--- config.mk ---
export PLATFORM = sky130hd
export DESIGN_NAME = fetch_hazard_controller_flat
export DESIGN_NICKNAME = d
export VERILOG_FILES = /design/src/rtl/fetch_hazard_controller_if.sv /design/src/rtl/fetch_hazard_controller.sv /design/src/flat_wrapper.sv
export SDC_FILE = /design/constraint.sdc
export NUM_CORES = 1
export LEC_CHECK = 0
export ABC_AREA = 1
export CORE_MARGIN = 1
export CORE_UTILIZATION = 35
export CTS_CLUSTER_SIZE = 24
export DETAILED_ROUTE_END_ITERATION = 7
export PLACE_DENSITY = 0.64
export SYNTH_ARGS = -nofsm -noshare
export SYNTH_HDL_FRONTEND = slang
export SYNTH_SLANG_ARGS = --single-unit
export TNS_END_PERCENT = 5
--- constraint.sdc ---
create_clock -name clk -period 4.45 [get_ports clk]
set_input_delay 0.6675 -clock clk [delete_from_list [all_inputs] [get_ports clk]]
set_output_delay 0.6675 -clock clk [all_outputs]
set_load 0.05 [all_outputs]
--- src/rtl/fetch_hazard_controller_if.sv ---
// fetch_hazard_controller_if: groups the pipeline hazard inputs and the fetch control outputs.
// Latency: none (wires only).
// Backpressure: none; StallF/StallD are the enables that the pipeline obeys.
// Ports: master = pipeline side (drives hazard sources, receives enables/flushes/counters),
//        slave  = controller side (the reverse).
interface fetch_hazard_controller_if #(
    parameter int CW = 16
);
    logic [3:0]    RA1D;
    logic [3:0]    RA2D;
    logic [3:0]    WA3E;
    logic          RegWriteE;
    logic          MemtoRegE;
    logic          PCSrcD;
    logic          PCSrcE;
    logic          PCSrcM;
    logic          PCSrcW;
    logic          BranchTakenE;
    logic          imem_ready;
    logic          StallF;
    logic          StallD;
    logic          FlushD;
    logic          FlushE;
    logic [2:0]    fetch_state;
    logic [CW-1:0] stall_count;
    logic [CW-1:0] flush_count;

    modport master (
        output RA1D, RA2D, WA3E, RegWriteE, MemtoRegE,
        output PCSrcD, PCSrcE, PCSrcM, PCSrcW, BranchTakenE, imem_ready,
        input  StallF, StallD, FlushD, FlushE, fetch_state, stall_count, flush_count
    );

    modport slave (
        input  RA1D, RA2D, WA3E, RegWriteE, MemtoRegE,
        input  PCSrcD, PCSrcE, PCSrcM, PCSrcW, BranchTakenE, imem_ready,
        output StallF, StallD, FlushD, FlushE, fetch_state, stall_count, flush_count
    );
endinterface

--- src/rtl/fetch_hazard_controller.sv ---
// fetch_hazard_controller: fetch/decode stall and flush control for a 5-stage pipeline.
// Latency: enables and flushes are combinational from the registered state (zero-cycle).
// Backpressure: holds PC and F/D on load-use, PC redirect and instruction-memory wait.
// Ports: clk, rst (async active-low), hz (slave side of fetch_hazard_controller_if):
//        hazard sources in; StallF/StallD enables, FlushD/FlushE clears, state and
//        saturating stall/flush cycle counters out.
module fetch_hazard_controller #(
    parameter int BOOT_CYCLES = 2,
    parameter int CW          = 16
) (
    input  logic                      clk,
    input  logic                      rst,
    fetch_hazard_controller_if.slave  hz
);
    localparam int BW = (BOOT_CYCLES > 1) ? $clog2(BOOT_CYCLES) : 1;

    typedef enum logic [2:0] {
        BOOT    = 3'd0,
        RUN     = 3'd1,
        LDSTALL = 3'd2,
        IMWAIT  = 3'd3,
        PCWAIT  = 3'd4
    } fetchState_t;

    fetchState_t   stateQ;
    fetchState_t   stateNext;
    logic [BW-1:0] bootCnt;
    logic          bootDone;
    logic          ldHazard;
    logic          pcPending;
    logic          stallF;
    logic          stallD;
    logic          flushD;
    logic          flushE;
    logic [CW-1:0] stallCnt;
    logic [CW-1:0] flushCnt;

    // Leaving BOOT on the edge where the counter reads BOOT_CYCLES-1 gives exactly
    // BOOT_CYCLES rising edges between reset release and RUN.
    assign bootDone  = (int'(bootCnt) >= BOOT_CYCLES - 1);

    // R0 is deliberately not exempt: a load to R0 still stalls a dependent reader.
    assign ldHazard  = hz.MemtoRegE & hz.RegWriteE &
                       ((hz.WA3E == hz.RA1D) | (hz.WA3E == hz.RA2D));
    assign pcPending = hz.PCSrcD | hz.PCSrcE | hz.PCSrcM;

    always_ff @(posedge clk or negedge rst) begin
        if (!rst) begin
            stateQ  <= BOOT;
            bootCnt <= '0;
        end else begin
            stateQ <= stateNext;
            if (stateQ == BOOT && !bootDone) begin
                bootCnt <= bootCnt + 1'b1;
            end
        end
    end

    always_comb begin
        stateNext = stateQ;
        stallF    = 1'b1;
        stallD    = 1'b1;
        flushD    = 1'b0;
        flushE    = 1'b0;
        case (stateQ)
            BOOT: begin
                stallF = 1'b0;
                stallD = 1'b0;
                flushD = 1'b1;
                flushE = 1'b1;
                if (bootDone) begin
                    stateNext = RUN;
                end
            end
            RUN: begin
                // Priority: taken branch, pending PC write, load-use, imem wait.
                if (hz.BranchTakenE) begin
                    flushD = 1'b1;
                    flushE = 1'b1;
                end else if (pcPending) begin
                    stallF    = 1'b0;
                    flushD    = 1'b1;
                    stateNext = PCWAIT;
                end else if (ldHazard) begin
                    stallF    = 1'b0;
                    stallD    = 1'b0;
                    flushE    = 1'b1;
                    stateNext = LDSTALL;
                end else if (!hz.imem_ready) begin
                    stallF    = 1'b0;
                    stallD    = 1'b0;
                    flushE    = 1'b1;
                    stateNext = IMWAIT;
                end
            end
            LDSTALL: begin
                // The bubble is already in Execute; only a taken branch matters here.
                if (hz.BranchTakenE) begin
                    flushD = 1'b1;
                    flushE = 1'b1;
                end
                stateNext = RUN;
            end
            IMWAIT: begin
                if (hz.BranchTakenE) begin
                    flushD    = 1'b1;
                    flushE    = 1'b1;
                    stateNext = RUN;
                end else if (!hz.imem_ready) begin
                    stallF = 1'b0;
                    stallD = 1'b0;
                    flushE = 1'b1;
                end else begin
                    stateNext = RUN;
                end
            end
            PCWAIT: begin
                flushD = 1'b1;
                // PC is enabled in the write-back cycle so ResultW lands in the PC.
                if (hz.PCSrcW) begin
                    stateNext = RUN;
                end else begin
                    stallF = 1'b0;
                end
            end
            default: begin
                stallF    = 1'b0;
                stallD    = 1'b0;
                flushD    = 1'b1;
                flushE    = 1'b1;
                stateNext = BOOT;
            end
        endcase
    end

    always_ff @(posedge clk or negedge rst) begin
        if (!rst) begin
            stallCnt <= '0;
            flushCnt <= '0;
        end else if (stateQ != BOOT) begin
            if (!stallF && stallCnt != {CW{1'b1}}) begin
                stallCnt <= stallCnt + 1'b1;
            end
            if ((flushD | flushE) && flushCnt != {CW{1'b1}}) begin
                flushCnt <= flushCnt + 1'b1;
            end
        end
    end

    assign hz.StallF      = stallF;
    assign hz.StallD      = stallD;
    assign hz.FlushD      = flushD;
    assign hz.FlushE      = flushE;
    assign hz.fetch_state = stateQ;
    assign hz.stall_count = stallCnt;
    assign hz.flush_count = flushCnt;
endmodule
--- src/flat_wrapper.sv ---
// flat-port wrapper written by rule: the top's interface ports become plain ports
module fetch_hazard_controller_flat 
#(
    parameter int BOOT_CYCLES = 2,
    parameter int CW          = 16
)
  (clk, rst, hz_RA1D, hz_RA2D, hz_WA3E, hz_RegWriteE, hz_MemtoRegE, hz_PCSrcD, hz_PCSrcE, hz_PCSrcM, hz_PCSrcW, hz_BranchTakenE, hz_imem_ready, hz_StallF, hz_StallD, hz_FlushD, hz_FlushE, hz_fetch_state, hz_stall_count, hz_flush_count);
  fetch_hazard_controller_if #(.CW(CW)) hz_i ();
  input  logic clk;
  input  logic rst;
  input wire logic [$bits(hz_i.RA1D)-1:0] hz_RA1D;
  input wire logic [$bits(hz_i.RA2D)-1:0] hz_RA2D;
  input wire logic [$bits(hz_i.WA3E)-1:0] hz_WA3E;
  input wire logic [$bits(hz_i.RegWriteE)-1:0] hz_RegWriteE;
  input wire logic [$bits(hz_i.MemtoRegE)-1:0] hz_MemtoRegE;
  input wire logic [$bits(hz_i.PCSrcD)-1:0] hz_PCSrcD;
  input wire logic [$bits(hz_i.PCSrcE)-1:0] hz_PCSrcE;
  input wire logic [$bits(hz_i.PCSrcM)-1:0] hz_PCSrcM;
  input wire logic [$bits(hz_i.PCSrcW)-1:0] hz_PCSrcW;
  input wire logic [$bits(hz_i.BranchTakenE)-1:0] hz_BranchTakenE;
  input wire logic [$bits(hz_i.imem_ready)-1:0] hz_imem_ready;
  output wire logic [$bits(hz_i.StallF)-1:0] hz_StallF;
  output wire logic [$bits(hz_i.StallD)-1:0] hz_StallD;
  output wire logic [$bits(hz_i.FlushD)-1:0] hz_FlushD;
  output wire logic [$bits(hz_i.FlushE)-1:0] hz_FlushE;
  output wire logic [$bits(hz_i.fetch_state)-1:0] hz_fetch_state;
  output wire logic [$bits(hz_i.stall_count)-1:0] hz_stall_count;
  output wire logic [$bits(hz_i.flush_count)-1:0] hz_flush_count;
  assign hz_i.RA1D = hz_RA1D;
  assign hz_i.RA2D = hz_RA2D;
  assign hz_i.WA3E = hz_WA3E;
  assign hz_i.RegWriteE = hz_RegWriteE;
  assign hz_i.MemtoRegE = hz_MemtoRegE;
  assign hz_i.PCSrcD = hz_PCSrcD;
  assign hz_i.PCSrcE = hz_PCSrcE;
  assign hz_i.PCSrcM = hz_PCSrcM;
  assign hz_i.PCSrcW = hz_PCSrcW;
  assign hz_i.BranchTakenE = hz_BranchTakenE;
  assign hz_i.imem_ready = hz_imem_ready;
  assign hz_StallF = hz_i.StallF;
  assign hz_StallD = hz_i.StallD;
  assign hz_FlushD = hz_i.FlushD;
  assign hz_FlushE = hz_i.FlushE;
  assign hz_fetch_state = hz_i.fetch_state;
  assign hz_stall_count = hz_i.stall_count;
  assign hz_flush_count = hz_i.flush_count;
  fetch_hazard_controller #(.BOOT_CYCLES(BOOT_CYCLES), .CW(CW)) u_core (.clk(clk), .rst(rst), .hz(hz_i));
endmodule
# Word-level counts from Yosys, hierarchy flattened
# Cells that the tools add are included.
# word_totals
in_bits	22
out_inout_bits	39
regBits	36
wordCells	68
# op_classes
muxes	29
n_bitwise	6
magnitude_cmp	1
reduce_logical	12
n_addsub	3
eq_ne	13
# ops
op	n
adder 16 x 1 -> 16 bit (second input constant)	2
!= test 16 bit (second input constant)	2
2-to-1 mux 3 bit	8
2-to-1 mux 1 bit	16
case mux 3 bit (5 select lines)	1
== test 4 bit	2
case mux 1 bit (4 select lines)	2
== test 3 x 2 -> 1 bit (second input constant)	2
AND reduction 5 bit	1
!= test 2 bit (second input constant)	2
!= test 4 x 2 -> 1 bit (second input constant)	1
OR 1 bit	4
AND reduction 2 bit	2
OR reduction 2 bit	2
== test 3 x 1 -> 1 bit (second input constant)	1
== test 3 bit (second input constant)	1
logical AND 1 bit	3
zero test 3 bit	1
!= test 3 bit (second input constant)	1
case mux 1 bit (3 select lines)	1
nonzero test 3 bit	1
bitwise AND 1 bit	2
zero test 1 bit	2
!= test 2 x 1 -> 1 bit (second input constant)	1
other kinds (3)	3

# Depth between registers and ports, before layout
# logic_depth
depth_word	10
mapped_depth	14

# Least setup slack after synthesis
# No wires, ideal clock.
# synth_timing
path_kind	input-to-output
start	input port hz_WA3E[2]
end	output port hz_StallD
n_path_buf	0
cell_stages	9
path_slack_ps	1597
arrival_ps	2186
cell_sequence	inv_1 nand2_1 nand2_1 nor2_1 nand2_1 nand2_1 nand2_1 nand2_1 o21ai_0
# synth_between
elab_chain_cells	7
elab_cells_between_ends	8
classes_between	2 x eq/ne; 4 x mux; 2 x bitwise
# synth_rtl
item	line_no	text
start: declaration	flat_wrapper.sv:13	input wire logic [$bits(hz_i.WA3E)-1:0] hz_WA3E;
== test 4 bit	fetch_hazard_controller.sv:44	((hz.WA3E == hz.RA1D) | (hz.WA3E == hz.RA2D));
OR 1 bit *	fetch_hazard_controller.sv:44	
bitwise AND 1 bit *	fetch_hazard_controller.sv:43	assign ldHazard = hz.MemtoRegE & hz.RegWriteE &
2-to-1 mux 1 bit *	fetch_hazard_controller.sv:84	end else if (ldHazard) begin
2-to-1 mux 1 bit *	fetch_hazard_controller.sv:80	end else if (pcPending) begin
2-to-1 mux 1 bit *	fetch_hazard_controller.sv:77	if (hz.BranchTakenE) begin
case mux 1 bit (3 select lines) *	fetch_hazard_controller.sv:65	case (stateQ)
end: declaration	flat_wrapper.sv:23	output wire logic [$bits(hz_i.StallD)-1:0] hz_StallD;
# Mark *: on every way between the ends. The rest lies on a longest branch, timed or not.

# Worst setup path after layout
# layout_timing
start	input port hz_WA3E[1]
end	output port hz_FlushE
# layout_between
elab_chain_cells	7
elab_cells_between_ends	8
classes_between	2 x eq/ne; 4 x mux; 2 x bitwise
# layout_rtl
item	line_no	text
== test 4 bit	fetch_hazard_controller.sv:44	
OR 1 bit *	fetch_hazard_controller.sv:44	
bitwise AND 1 bit *	fetch_hazard_controller.sv:43	
2-to-1 mux 1 bit *	fetch_hazard_controller.sv:84	
2-to-1 mux 1 bit *	fetch_hazard_controller.sv:80	
2-to-1 mux 1 bit *	fetch_hazard_controller.sv:77	
case mux 1 bit (4 select lines) *	fetch_hazard_controller.sv:65	
end: declaration	flat_wrapper.sv:25	output wire logic [$bits(hz_i.FlushE)-1:0] hz_FlushE;
# Marks and branches as above.

==> impl_metrics.env <==
export IMPL_slew_headroom_pct=44.5
export IMPL_netlist_area_sq_um=2450
export IMPL_area_growth_pct=31.7
export IMPL_finalCritPeriodShare_pct=77.0
export IMPL_grt_pass1_vias=2283
export IMPL_final_antenna_net_count=0
export IMPL_totalWireLength_um=5630
export IMPL_cts_resized=0
export IMPL_yosys_cell_types_count=34
export IMPL_rr_endpoint="u_core.hz.flush_count[6]"
export IMPL_clkLatencyLatePin_ns=0.29
export IMPL_cp_arrival_ns=2.76
export IMPL_powerDensity_nw_per_um2=539
export IMPL_setup_violations=0
export IMPL_drc_errors=0
export IMPL_maxCapViolCount=0
export IMPL_cts_htree_levels=2
export IMPL_grt_total_usage_pct=16.5
export IMPL_yosys_top_cells_area="dfrtp_1 37%, nand2_1 24%, inv_1 7.2%, nand3_1 6.3%, xor2_1 5.0%"
export IMPL_die_w_um=85.7
export IMPL_start_util_pct=36.1
export IMPL_synth_ff_type="dfrtp_1"
export IMPL_vdd_ir_drop_max_uv=495
export IMPL_r2r_cells=9
export IMPL_critical_path_required_ns=3.78
export IMPL_yosysTopAreaCellShare_pct=36.7
export IMPL_drt_iter0_markers=52
export IMPL_placed_cell_area_sq_um=3130
export IMPL_dieArea_sq_um=7350
export IMPL_path_clk_slew_ns=0.08
export IMPL_routed_via_count=2399
export IMPL_leakagePower_nw=1.58
export IMPL_critPathLaunchType="primary input"
export IMPL_drive_gt1_share_pct=7.03
export IMPL_regToRegSetupSlack_ns=2.48
export IMPL_end_kind="primary output"
export IMPL_wire_per_inst_um=10.8
export IMPL_cts_hold_buffers=0
export IMPL_tightest_slew_ns=0.832
export IMPL_clockBufferDepth=2
export IMPL_final_area_sq_um=3230
export IMPL_cts_tree="built"
export IMPL_ys_warn_count=0
export IMPL_fin_tns_setup_ns=0
export IMPL_grt_pass1_wl_um=9830
export IMPL_hpwl_um=4200
export IMPL_syn_area_per_cell_sq_um=6.74
export IMPL_skew_ns=0.00765
export IMPL_hold_path_class="primary input to asynchronous set/reset pin"
export IMPL_r2r_start="u_core.hz.fetch_state[0]"
export IMPL_synth_fp_nets=388
export IMPL_fmax_mhz=292
export IMPL_port_buffers=60
export IMPL_diodes=0
export IMPL_fin_crit_ns=3.43
export IMPL_io_pins=61
export IMPL_maxSlewViolCount=0
export IMPL_core_rowCount=30
export IMPL_fp_dieH_um=85.7
export IMPL_cts_root_buf="clkbuf_8"
export IMPL_firstDrtPassIters=4
export IMPL_numCtsBuffers=5
export IMPL_netlist_instances=364
export IMPL_numClockSinks=36
export IMPL_viasPerCell=4.59
export IMPL_core_region_area_sq_um=6790
export IMPL_num_nets_final=451
export IMPL_grt_start_max_net_pins=37
export IMPL_synth_edff_count=0
export IMPL_ys_seq_area_share_pct=36.7
export IMPL_grt_antenna_before_repair=0
export IMPL_path_max_fanout=3
export IMPL_grt_overflow=0
export IMPL_fin_util_pct=47.6
export IMPL_status="complete, no violations"
export IMPL_synth_seq_cells=36
export IMPL_holdWs_ns=0.474
export IMPL_place_gp_congestion=0.806
export IMPL_rsz0062_at_grt="no"
export IMPL_dp_cells=516
export IMPL_yosys_area_top_type="dfrtp_1"
export IMPL_fin_cells=523
export IMPL_hold_viol=0
export IMPL_postCtsSetupRepairBufs=0
export IMPL_critPathKind="primary input to primary output"
export IMPL_synthArstFlopShare_pct=100
power by group:
part           internal, mW  switching (mW)
sequential            0.391          0.0858
clock                 0.138           0.119
combinational         0.314           0.693
cells in the mapped netlist, types with 2 or more instances:
cell	n
o21ai_0	4
nand3_1	31
inv_2	4
inv_1	47
nand3_2	2
dfrtp_1	36
buf_6	2
nor3_1	8
nand2_1	154
a21oi_1	2
ha_1	2
xnor2_1	3
nor2_1	26
nor2_2	5
xor2_1	14
nand4_1	4
nor3_2	3
worst max-delay path, stage by stage:
cell	delay, ns
clkdlybuf4s50_1	0.50
inv_1	0.07
nand2_1	0.05
nand2_1	0.05
nor2_1	0.12
nand2_1	0.06
nand2_1	0.06
nand2_1	0.09
nand2_1	0.09
nand2_1	0.11
nand2_1	0.08
clkdlybuf4s50_1	0.81
cell type report:
cell class,instances,area [sq um]
Fill cell,682,3560
Tap cell,96,120
Inverter,52,195
Multi-Input combinational cell,272,1320
Sequential cell,36,901
Timing Repair Buffer,60,596
Clock buffer,7,96.3
per-stage QoR:
stage / worst slack (ns) / power [mW]
after floorplan: 1.60 / 1.21
after global routing: 0.844 / 1.87
after global placement: 1.05 / 1.49
after CTS: 1.01 / 1.76
final: 1.02 / 1.74
after detailed placement: 1.02 / 1.50
kinds of logic (layout without fill, tap and decap cells):
kind of cell,count (synthesis),after routing,share of synthesized area (%)
and+or+nand+nor,242,242,43.7
adders and majority gates,2,2,1.02
AOI/OAI and AO/OA,11,11,3.16
DFF,36,36,36.7
buffers and inverters,56,119,9.38
xor gates and xnor gates,17,17,6.07
routing by layer:
layer	vias to the layer above	track usage [%]	wire length (um)
li1	1255	-	-
met1	1090	20.0	2570
met2	48	29.3	2750
met3	6	4.33	273
met4	0	3.48	43
met5	-	0	0
how the worst max path moves through the flow:
| stage | startpoint | end | slack, ns | depth (start not counted) |
|---|---|---|---|---|
| 2_1_floorplan | hz_WA3E[2] | hz_StallD | 1.60 | 9 |
| 3_3_place_gp | hz_WA3E[1] | hz_FlushE | 1.05 | 12 |
| 3_5_place_dp | hz_WA3E[3] | hz_FlushE | 1.02 | 12 |
| 4_1_cts | hz_WA3E[1] | hz_FlushE | 1.01 | 12 |
| 5_1_grt | hz_WA3E[1] | hz_FlushE | 0.84 | 12 |
| 6_report | hz_WA3E[1] | hz_FlushE | 1.02 | 12 |
state kept, by name, indices dropped and copies added (netlist names):
name	count
u_core.bootCnt	1
u_core.hz.fetch_state	3
u_core.hz.flush_count	16
u_core.hz.stall_count	16
layout by cell type (no fill, tap or decap), drive strengths merged:
cell type	Yosys	layout
a211oi	2	2
a21oi	2	2
a31oi	1	1
and3	1	1
buf	4	1
clkbuf	0	7
clkdlybuf4s50	0	59
clkinv	1	1
dfrtp	36	36
ha	2	2
inv	51	51
nand2	155	155
nand3	34	34
nand4	5	5
nor2	32	32
nor3	11	11
nor3b	1	1
nor4	2	2
nor4b	1	1
o21ai	5	5
o22ai	1	1
xnor2	3	3
xor2	14	14
No activity file was read; power rests on OpenSTA's default activity.
